$ cat config.mk
export PLATFORM = sky130hd
export DESIGN_NAME = rv_mem_arbiter
export DESIGN_NICKNAME = d
export VERILOG_FILES = /design/src/rtl/rv_arb_pkg.sv /design/src/rtl/rv_arb_prio.sv /design/src/rtl/rv_mem_arbiter.sv
export SDC_FILE = /design/constraint.sdc
export NUM_CORES = 1
export LEC_CHECK = 0
export ABC_AREA = 1
export CAP_MARGIN = 20
export CORE_MARGIN = 2
export CORE_UTILIZATION = 35
export CTS_CLUSTER_DIAMETER = 30
export DETAILED_ROUTE_END_ITERATION = 16
export GPL_TIMING_DRIVEN = 0
export PLACE_DENSITY_LB_ADDON = 0.05
export SLEW_MARGIN = 40
export SYNTH_ARGS = -nofsm -noshare
export SYNTH_HDL_FRONTEND = slang
export SYNTH_SLANG_ARGS = --single-unit
$ cat constraint.sdc
create_clock -name clk -period 1.9 [get_ports clk]
set_input_delay 0.285 -clock clk [delete_from_list [all_inputs] [get_ports clk]]
set_output_delay 0.285 -clock clk [all_outputs]
set_load 0.05 [all_outputs]
$ cat src/rtl/rv_arb_pkg.sv
// Shared types for the unified-memory arbiter between instruction fetch and data memory.
// The optional RV_ARB_PERF_EN build adds stall-cycle counters to rv_mem_arbiter.
package rv_arb_pkg;

    localparam int STARVE_W = 4;

    typedef enum logic [1:0] {
        ARB_IDLE,
        ARB_REQ,
        ARB_RSP
    } arb_state_t;

    typedef enum logic {
        OWN_IF,
        OWN_DM
    } owner_t;

endpackage

$ cat src/rtl/rv_arb_prio.sv
// Winner selection between fetch and data requests, with a starvation counter that
// forces a fetch win after STARVE_MAX consecutive data wins while fetch was waiting.
module rv_arb_prio
    import rv_arb_pkg::*;
#(
    parameter int unsigned STARVE_MAX = 4
) (
    input  logic clk,
    input  logic reset,
    input  logic if_req,
    input  logic dm_req,
    input  logic accept,
    output logic win_if,
    output logic win_dm
);

    localparam logic [STARVE_W-1:0] STARVE_LIM = STARVE_W'(STARVE_MAX);

    logic [STARVE_W-1:0] starve_cnt_q;
    logic [STARVE_W-1:0] starve_cnt_d;

    always_comb begin
        // NOTE: every combinational output gets a default first so no path can infer a latch.
        starve_cnt_d = starve_cnt_q;
        win_if       = if_req & (~dm_req | (starve_cnt_q == STARVE_LIM));
        win_dm       = dm_req & ~win_if;
        if (accept) begin
            if (win_if) begin
                starve_cnt_d = '0;
            end else if (if_req && (starve_cnt_q != STARVE_LIM)) begin
                starve_cnt_d = starve_cnt_q + 1'b1;
            end
        end
    end

    always_ff @(posedge clk) begin
        // NOTE: state registers use non-blocking assignment so all flops update from pre-edge values.
        if (reset) begin
            starve_cnt_q <= '0;
        end else begin
            starve_cnt_q <= starve_cnt_d;
        end
    end

endmodule

$ cat src/rtl/rv_mem_arbiter.sv
// Shares one single-ported memory between the IF and DM pipeline stages: one outstanding
// transaction, req/gnt/rvalid to memory, routed responses and stalls. Optional: RV_ARB_PERF_EN.
module rv_mem_arbiter
    import rv_arb_pkg::*;
#(
    parameter int unsigned ADDR_W     = 32,
    parameter int unsigned DATA_W     = 32,
    parameter int unsigned STARVE_MAX = 4
) (
    input  logic              clk,
    input  logic              reset,
    input  logic              if_req,
    input  logic [ADDR_W-1:0] if_addr,
    output logic              if_gnt,
    output logic              if_rvalid,
    output logic [DATA_W-1:0] if_rdata,
    input  logic              dm_req,
    input  logic              dm_we,
    input  logic [ADDR_W-1:0] dm_addr,
    input  logic [DATA_W-1:0] dm_wdata,
    output logic              dm_gnt,
    output logic              dm_rvalid,
    output logic [DATA_W-1:0] dm_rdata,
    output logic              mem_req,
    output logic              mem_we,
    output logic [ADDR_W-1:0] mem_addr,
    output logic [DATA_W-1:0] mem_wdata,
    input  logic              mem_gnt,
    input  logic              mem_rvalid,
    input  logic [DATA_W-1:0] mem_rdata,
`ifdef RV_ARB_PERF_EN
    output logic [31:0]       perf_stall_if_cnt,
    output logic [31:0]       perf_stall_dm_cnt,
`endif
    output logic              stall_if,
    output logic              stall_dm
);

    arb_state_t        state_q, state_d;
    owner_t            owner_q, owner_d;
    logic [ADDR_W-1:0] addr_q, addr_d;
    logic              we_q, we_d;
    logic [DATA_W-1:0] wdata_q, wdata_d;
    logic              if_rvalid_q, if_rvalid_d;
    logic              dm_rvalid_q, dm_rvalid_d;
    logic [DATA_W-1:0] if_rdata_q, if_rdata_d;
    logic [DATA_W-1:0] dm_rdata_q, dm_rdata_d;

    logic accept;
    logic win_if;
    logic win_dm;

    // Grants are combinational from IDLE; suppressed while reset is asserted.
    assign accept = (state_q == ARB_IDLE) & (if_req | dm_req) & ~reset;

    rv_arb_prio #(
        .STARVE_MAX(STARVE_MAX)
    ) u_prio (
        .clk    (clk),
        .reset  (reset),
        .if_req (if_req),
        .dm_req (dm_req),
        .accept (accept),
        .win_if (win_if),
        .win_dm (win_dm)
    );

    always_comb begin
        state_d     = state_q;
        owner_d     = owner_q;
        addr_d      = addr_q;
        we_d        = we_q;
        wdata_d     = wdata_q;
        if_rvalid_d = 1'b0;
        dm_rvalid_d = 1'b0;
        if_rdata_d  = if_rdata_q;
        dm_rdata_d  = dm_rdata_q;
        unique case (state_q)
            ARB_IDLE: begin
                if (accept) begin
                    state_d = ARB_REQ;
                    owner_d = win_dm ? OWN_DM : OWN_IF;
                    addr_d  = win_dm ? dm_addr : if_addr;
                    we_d    = win_dm & dm_we;
                    if (win_dm) begin
                        wdata_d = dm_wdata;
                    end
                end
            end
            ARB_REQ: begin
                if (mem_gnt) begin
                    state_d = ARB_RSP;
                end
            end
            ARB_RSP: begin
                if (mem_rvalid) begin
                    state_d = ARB_IDLE;
                    if (owner_q == OWN_DM) begin
                        dm_rvalid_d = 1'b1;
                        dm_rdata_d  = mem_rdata;
                    end else begin
                        if_rvalid_d = 1'b1;
                        if_rdata_d  = mem_rdata;
                    end
                end
            end
            default: state_d = ARB_IDLE;
        endcase
    end

    always_ff @(posedge clk) begin
        if (reset) begin
            state_q     <= ARB_IDLE;
            owner_q     <= OWN_IF;
            addr_q      <= '0;
            we_q        <= 1'b0;
            wdata_q     <= '0;
            if_rvalid_q <= 1'b0;
            dm_rvalid_q <= 1'b0;
            if_rdata_q  <= '0;
            dm_rdata_q  <= '0;
        end else begin
            state_q     <= state_d;
            owner_q     <= owner_d;
            addr_q      <= addr_d;
            we_q        <= we_d;
            wdata_q     <= wdata_d;
            if_rvalid_q <= if_rvalid_d;
            dm_rvalid_q <= dm_rvalid_d;
            if_rdata_q  <= if_rdata_d;
            dm_rdata_q  <= dm_rdata_d;
        end
    end

    assign if_gnt    = accept & win_if;
    assign dm_gnt    = accept & win_dm;
    assign mem_req   = (state_q == ARB_REQ);
    assign mem_we    = we_q & mem_req;
    assign mem_addr  = addr_q;
    assign mem_wdata = wdata_q;
    assign if_rvalid = if_rvalid_q;
    assign dm_rvalid = dm_rvalid_q;
    assign if_rdata  = if_rdata_q;
    assign dm_rdata  = dm_rdata_q;
    assign stall_if  = if_req & ~if_rvalid_q;
    assign stall_dm  = dm_req & ~dm_rvalid_q;

`ifdef RV_ARB_PERF_EN
    logic [31:0] perf_if_q;
    logic [31:0] perf_dm_q;

    always_ff @(posedge clk) begin
        if (reset) begin
            perf_if_q <= '0;
            perf_dm_q <= '0;
        end else begin
            perf_if_q <= perf_if_q + {31'b0, stall_if};
            perf_dm_q <= perf_dm_q + {31'b0, stall_dm};
        end
    end

    assign perf_stall_if_cnt = perf_if_q;
    assign perf_stall_dm_cnt = perf_dm_q;
`endif

endmodule

==> results.cfg, run 1 <==
[cells_and_area]
layout_common_cells = 229 x clkdlybuf4s50_1, 143 x nand2_1, 141 x nor2_1
n_fill_cell = 1515
final_common_cell = clkdlybuf4s50_1
layout-drive-gt1-share_pct = 9.73
fin_nets = 1204
instances_no_fill = 1296
fin_util_pct = 59.2
areaGrowthSynthToFinish_pct = 67.5

[power]
p_leak_nw = 4.63
ir_drop_v = 0.000533
powerDensity_nw_per_um2 = 856

[critical_path]
worstSetupPathDepth = 1
worst-path-buf-inv = 1
crit_path_max_incr_delay_ps = 850
critPathLaunchType = register
crit_path_cell_trace = clkdlybuf4s50_1
crit_family = buffers and inverters
critical_path_class = reg -> out
end_kind = primary output
cpMaxStageDelayCell = clkdlybuf4s50_1
cp.arrival_ps = 1590
cp.required_ps = 1620
cp_max_fo = 2
r2r_cells = 11

[timing]
fin_hold_ws_ps = 363
post-route-period-util_pct = 98.5
tightest_slew_ps = 564
setup_tns_ps = 0
fmax_mhz = 534
setup_viol = 0
period_needed_ps = 1870
finalHoldViolCount = 0
clock-skew-final_ps = 9.52
relSlewSlack_pct = 62.3
slew_viol_final = 0
fin_ws_ps = 28.8

[yosys]
synth_seq_area_share_pct = 49.8
synth-seq-cells = 138
synth_fp_nets = 908
netlist_instances = 771
synth_edf_count = 0
syn_avg_cell_area_um2 = 7.20
syn-cell-area_um2 = 5550
synthArstFlopShare_pct = 0
yosysWarnings = 0
ys.flop_type = dfxtp_1
ys_types = 23

[floorplan]
ios = 271
initial_core_util_pct = 35.3
die_w_um = 130
core-area_um2 = 15700
rows = 46
die-area_um2 = 16900
fp.dieH_um = 130

[global_routing]
grt_use_total_pct = 20.4
grt_use_met1_pct = 25.4
grt_pass1_wl_mm = 26.8
grt_overflow = 0
met2_usage_pct = 32.6
grt_max_degree = 17
grt-busiest-layer = met2
grt_util_met3_pct = 7.34
antenna_found_initial = 0
grt_pass1_vias = 5268

[placement]
place_hpwl_mm = 12.8
pre_cts_slack_ps = -836
dp_cells = 1256
io_buffers = 269
gp_congestion = 0.795

[min_path]
hp-class = in -> reg
whs_path_depth = 4

[route]
drtPass1Iterations = 4
ant_nets = 0
routed_wl_mm = 17.6
routedWlPerCell_um = 13.6
drt_iter0_drc = 214
vias_per_cell = 4.44
vias = 5752
drc = 0

[cts]
clkTransAtPathRegs_ps = 60
cts_tree = built
clockBufferDepth = 2
htree_num_levels = 4
clk-insertion-delay-late_ps = 420
numCtsBuffers = 17
cts_sinks = 138
cts_root_buf = clkbuf_16
hold_buffers = 0

[job]
cap_violations = 0

[run_status]
status = finished clean
per-stage QoR:
| step | area [µm²] | total power, mW |
|---|---|---|
| floorplan | 5550 | 4.07 |
| global placement | 8510 | 4.75 |
| detailed placement | 8510 | 4.76 |
| CTS | 9180 | 8.04 |
| global route | 9300 | 8.28 |
| finish | 9300 | 7.96 |
power by group:
| part | internal, mW | total, mW | switching, mW |
|---|---|---|---|
| Sequential | 3.04 | 3.12 | 0.0738 |
| Combinational | 0.651 | 1.61 | 0.959 |
| Clock | 1.98 | 3.23 | 1.25 |
path summary, 6_finish.rpt:
check | from | to | slack [ps]
worst max-delay path | dm_rdata[2]$_SDFFE_PP0P_ | dm_rdata[2] | 30
worst min-delay path | if_req | u_prio.starve_cnt_q[0]$_SDFFE_PP0P_ | 360
worst max register to register | u_prio.starve_cnt_q[0]$_SDFFE_PP0P_ | mem_addr[22]$_SDFFE_PP0P_ | 230
worst min register to register | mem_wdata[25]$_SDFFE_PP0P_ | mem_wdata[25]$_SDFFE_PP0P_ | 460
final cells by class:
| class | count | area (µm²) | area share (%) |
|---|---|---|---|
| timing repair buffer | 278 | 2850 | 30.6 |
| antenna | 1 | 2.50 | 0.0269 |
| multi-input combinational | 505 | 2290 | 24.6 |
| clock inverter | 12 | 124 | 1.33 |
| sequential | 138 | 2770 | 29.7 |
| tap | 216 | 270 | 2.91 |
| inverter | 80 | 315 | 3.39 |
| buffer | 47 | 234 | 2.52 |
| clock buffer | 19 | 453 | 4.87 |
cell usage after synthesis, types with 3 or more instances:
cell type,count,share of area (%)
buf_2,31,2.8
clkbuf_1,10,0.68
nand3_1,100,9.0
nand2_2,3,0.34
o21ai_0,60,5.4
o21ai_1,7,0.63
nor2_1,142,9.6
dfxtp_1,138,50
buf_4,6,0.81
inv_2,5,0.34
nor2_4,3,0.61
a21oi_1,37,3.3
nand2_1,144,9.7
inv_1,74,5.0
repair_timing:
action / CTS / global route
resized for setup: 37 / 38
buffers inserted: 7 / 2
endpoints found under the setup margin: 8 / 33
pin swaps: 4 / 3
kinds of logic after synthesis:
group,share of synthesized area [%]
AOI/OAI and AO/OA,9.67
DFF,49.8
buffers and inverters,9.81
and+or+nand+nor,30.3
adders and majority gates,0.451
flip-flops by register name, indices dropped and copies added, names as in the netlist:
register             cells
dm_rdata                32
mem_wdata               32
we_q                     1
mem_addr                32
owner_q                  1
dm_rvalid                1
u_prio.starve_cnt_q      4
state_q                  2
if_rdata                32
if_rvalid                1
per-layer routing:
layer,share of wire [%],vias to the layer above,wire length [µm]
li1,-,3017,-
met1,45,2533,7950
met2,46,185,8020
met3,8.1,17,1430
met4,1.2,0,215
met5,0,-,0
Note: power is estimated with default switching activity, not from simulation.
==> run 2: changes to the inputs <==
- CELL_PAD_IN_SITES_DETAIL_PLACEMENT: not set -> 2
- CELL_PAD_IN_SITES_GLOBAL_PLACEMENT: not set -> 2
- CORE_UTILIZATION: 35 -> 21
- CTS_CLUSTER_SIZE: not set -> 12
==> run 2 against run 1 <==
  * Maximum frequency grew 0.42%
  * Routed wire length grew 31%
  * Clock-buffer cell count is the same
  * Register-to-register slack gained 50 ps
  * Sequential cell count is the same
  * Clock skew grew 2.4 ps
  * Cell area grew 2.3%
  * Clock power is essentially flat
  * Critical endpoint is now mem_addr[17]
==> results.cfg, run 2 (same netlist as run 1, synthesis figures left out) <==
[cells_and_area]
fin_nets = 1207
final_common_cell = clkdlybuf4s50_1
fin_util_pct = 36.6
layout-drive-gt1-share_pct = 9.89
n_antenna_cell = 0
areaGrowthSynthToFinish_pct = 71.3
stdcell_area_um2 = 9510
layout_common_cells = 182 x clkdlybuf4s50_1, 143 x nand2_1, 141 x nor2_1
instances_no_fill = 1417

[placement]
place_hpwl_mm = 17.3
pre_cts_slack_ps = -911
place_area_um2 = 8660
dp_cells = 1375
gp_congestion = 0.699
io_buffers = 269

[timing]
fmax_mhz = 537
period_needed_ps = 1860
setup_viol = 0
post-route-period-util_pct = 98.1
finalHoldViolCount = 0
fin_hold_ws_ps = 391
fin_ws_ps = 36.5
clock-skew-final_ps = 11.9
slew_viol_final = 0
relSlewSlack_pct = 60.1
tightest_slew_ps = 598
setup_tns_ps = 0
rsz0062_at_grt = true

[critical_path]
cpMaxStageDelayCell = clkdlybuf4s50_1
critical_path_class = reg -> out
crit_family = buffers and inverters
crit_path_max_incr_delay_ps = 840
cp.required_ps = 1620
crit_path_cell_trace = clkdlybuf4s50_1
cp.arrival_ps = 1580
worst-path-buf-inv = 1
cp_max_fo = 2
end_kind = primary output
critPathLaunchType = register

[floorplan]
die-area_um2 = 27700
initial_core_util_pct = 21.4
core-area_um2 = 26000
fp.dieH_um = 167
die_w_um = 167
ios = 271
rows = 59

[route]
drc = 0
drtPass1Iterations = 4
ant_nets = 0
routedWlPerCell_um = 16.3
routed_wl_mm = 23.1
drt_iter0_drc = 162
vias = 6064
vias_per_cell = 4.28

[global_routing]
grt_use_total_pct = 16.6
grt_max_degree = 17
grt_pass1_vias = 6485
grt_overflow = 0
antenna_found_initial = 1
grt_pass1_wl_mm = 36.5

[cts]
clkTransAtPathRegs_ps = 60
hold_buffers = 0
numCtsBuffers = 17
cts_sinks = 138
clockBufferDepth = 2
cts_root_buf = clkbuf_16
cts_tree = built
clk-insertion-delay-late_ps = 420
htree_num_levels = 4

[power]
p_int_mw = 5.53
p_leak_nw = 5.28
power_mw = 7.98
comb_power_share_pct = 20.6
swShare_pct = 30.7
p_sw_mw = 2.45
ir_drop_v = 0.000410
pwr-share-clk_pct = 40.3
seq_power_share_pct = 39.1
powerDensity_nw_per_um2 = 839

[min_path]
hp-class = in -> reg

[run_status]
status = finished clean

[job]
cap_violations = 0
run 2: per-layer routing:
metal	GRT usage [%]	wire length [µm]	up-vias
met1	21.7	10600	2851
li1	-	-	3032
met4	4.05	213	0
met2	25.8	10400	166
met3	6.51	1940	15
met5	0	0	-
run 2: worst paths after layout:
path	start	to	slack [ps]	depth (start not counted)
max	mem_addr[17]$_SDFFE_PP0P_	mem_addr[17]	40	1
min	reset	mem_wdata[13]$_SDFFE_PP0P_	390	5
max reg2reg	u_prio.starve_cnt_q[0]$_SDFFE_PP0P_	mem_addr[27]$_SDFFE_PP0P_	280	10
min reg2reg	mem_addr[1]$_SDFFE_PP0P_	mem_addr[1]$_SDFFE_PP0P_	460	2
run 2: layout make-up:
class	instances	area (µm²)
Buffer	47	234
Clock buffer	19	443
Clock inverter	12	118
Fill cell	2974	16500
Inverter	80	313
Multi-Input combinational cell	505	2270
Sequential cell	138	2770
Tap cell	335	419
Timing Repair Buffer	281	2940
run 2: what timing repair did:
action                                  in CTS  in global routing
endpoints found under the hold margin        0                  0
pin swaps                                    4                  4
resized for setup                           53                 68
buffers inserted                             7                  5
endpoints found under the setup margin      20                 68
run 2: power by group through the flow:
stage          Sequential, mW  Combinational (mW)  Clock, mW
2_1_floorplan            3.64               0.426          0
3_3_place_gp             3.18                1.63          0
3_5_place_dp             3.18                1.64          0
4_1_cts                  3.12                1.67       3.35
5_1_grt                  3.13                1.77       3.47
6_report                 3.12                1.65       3.22
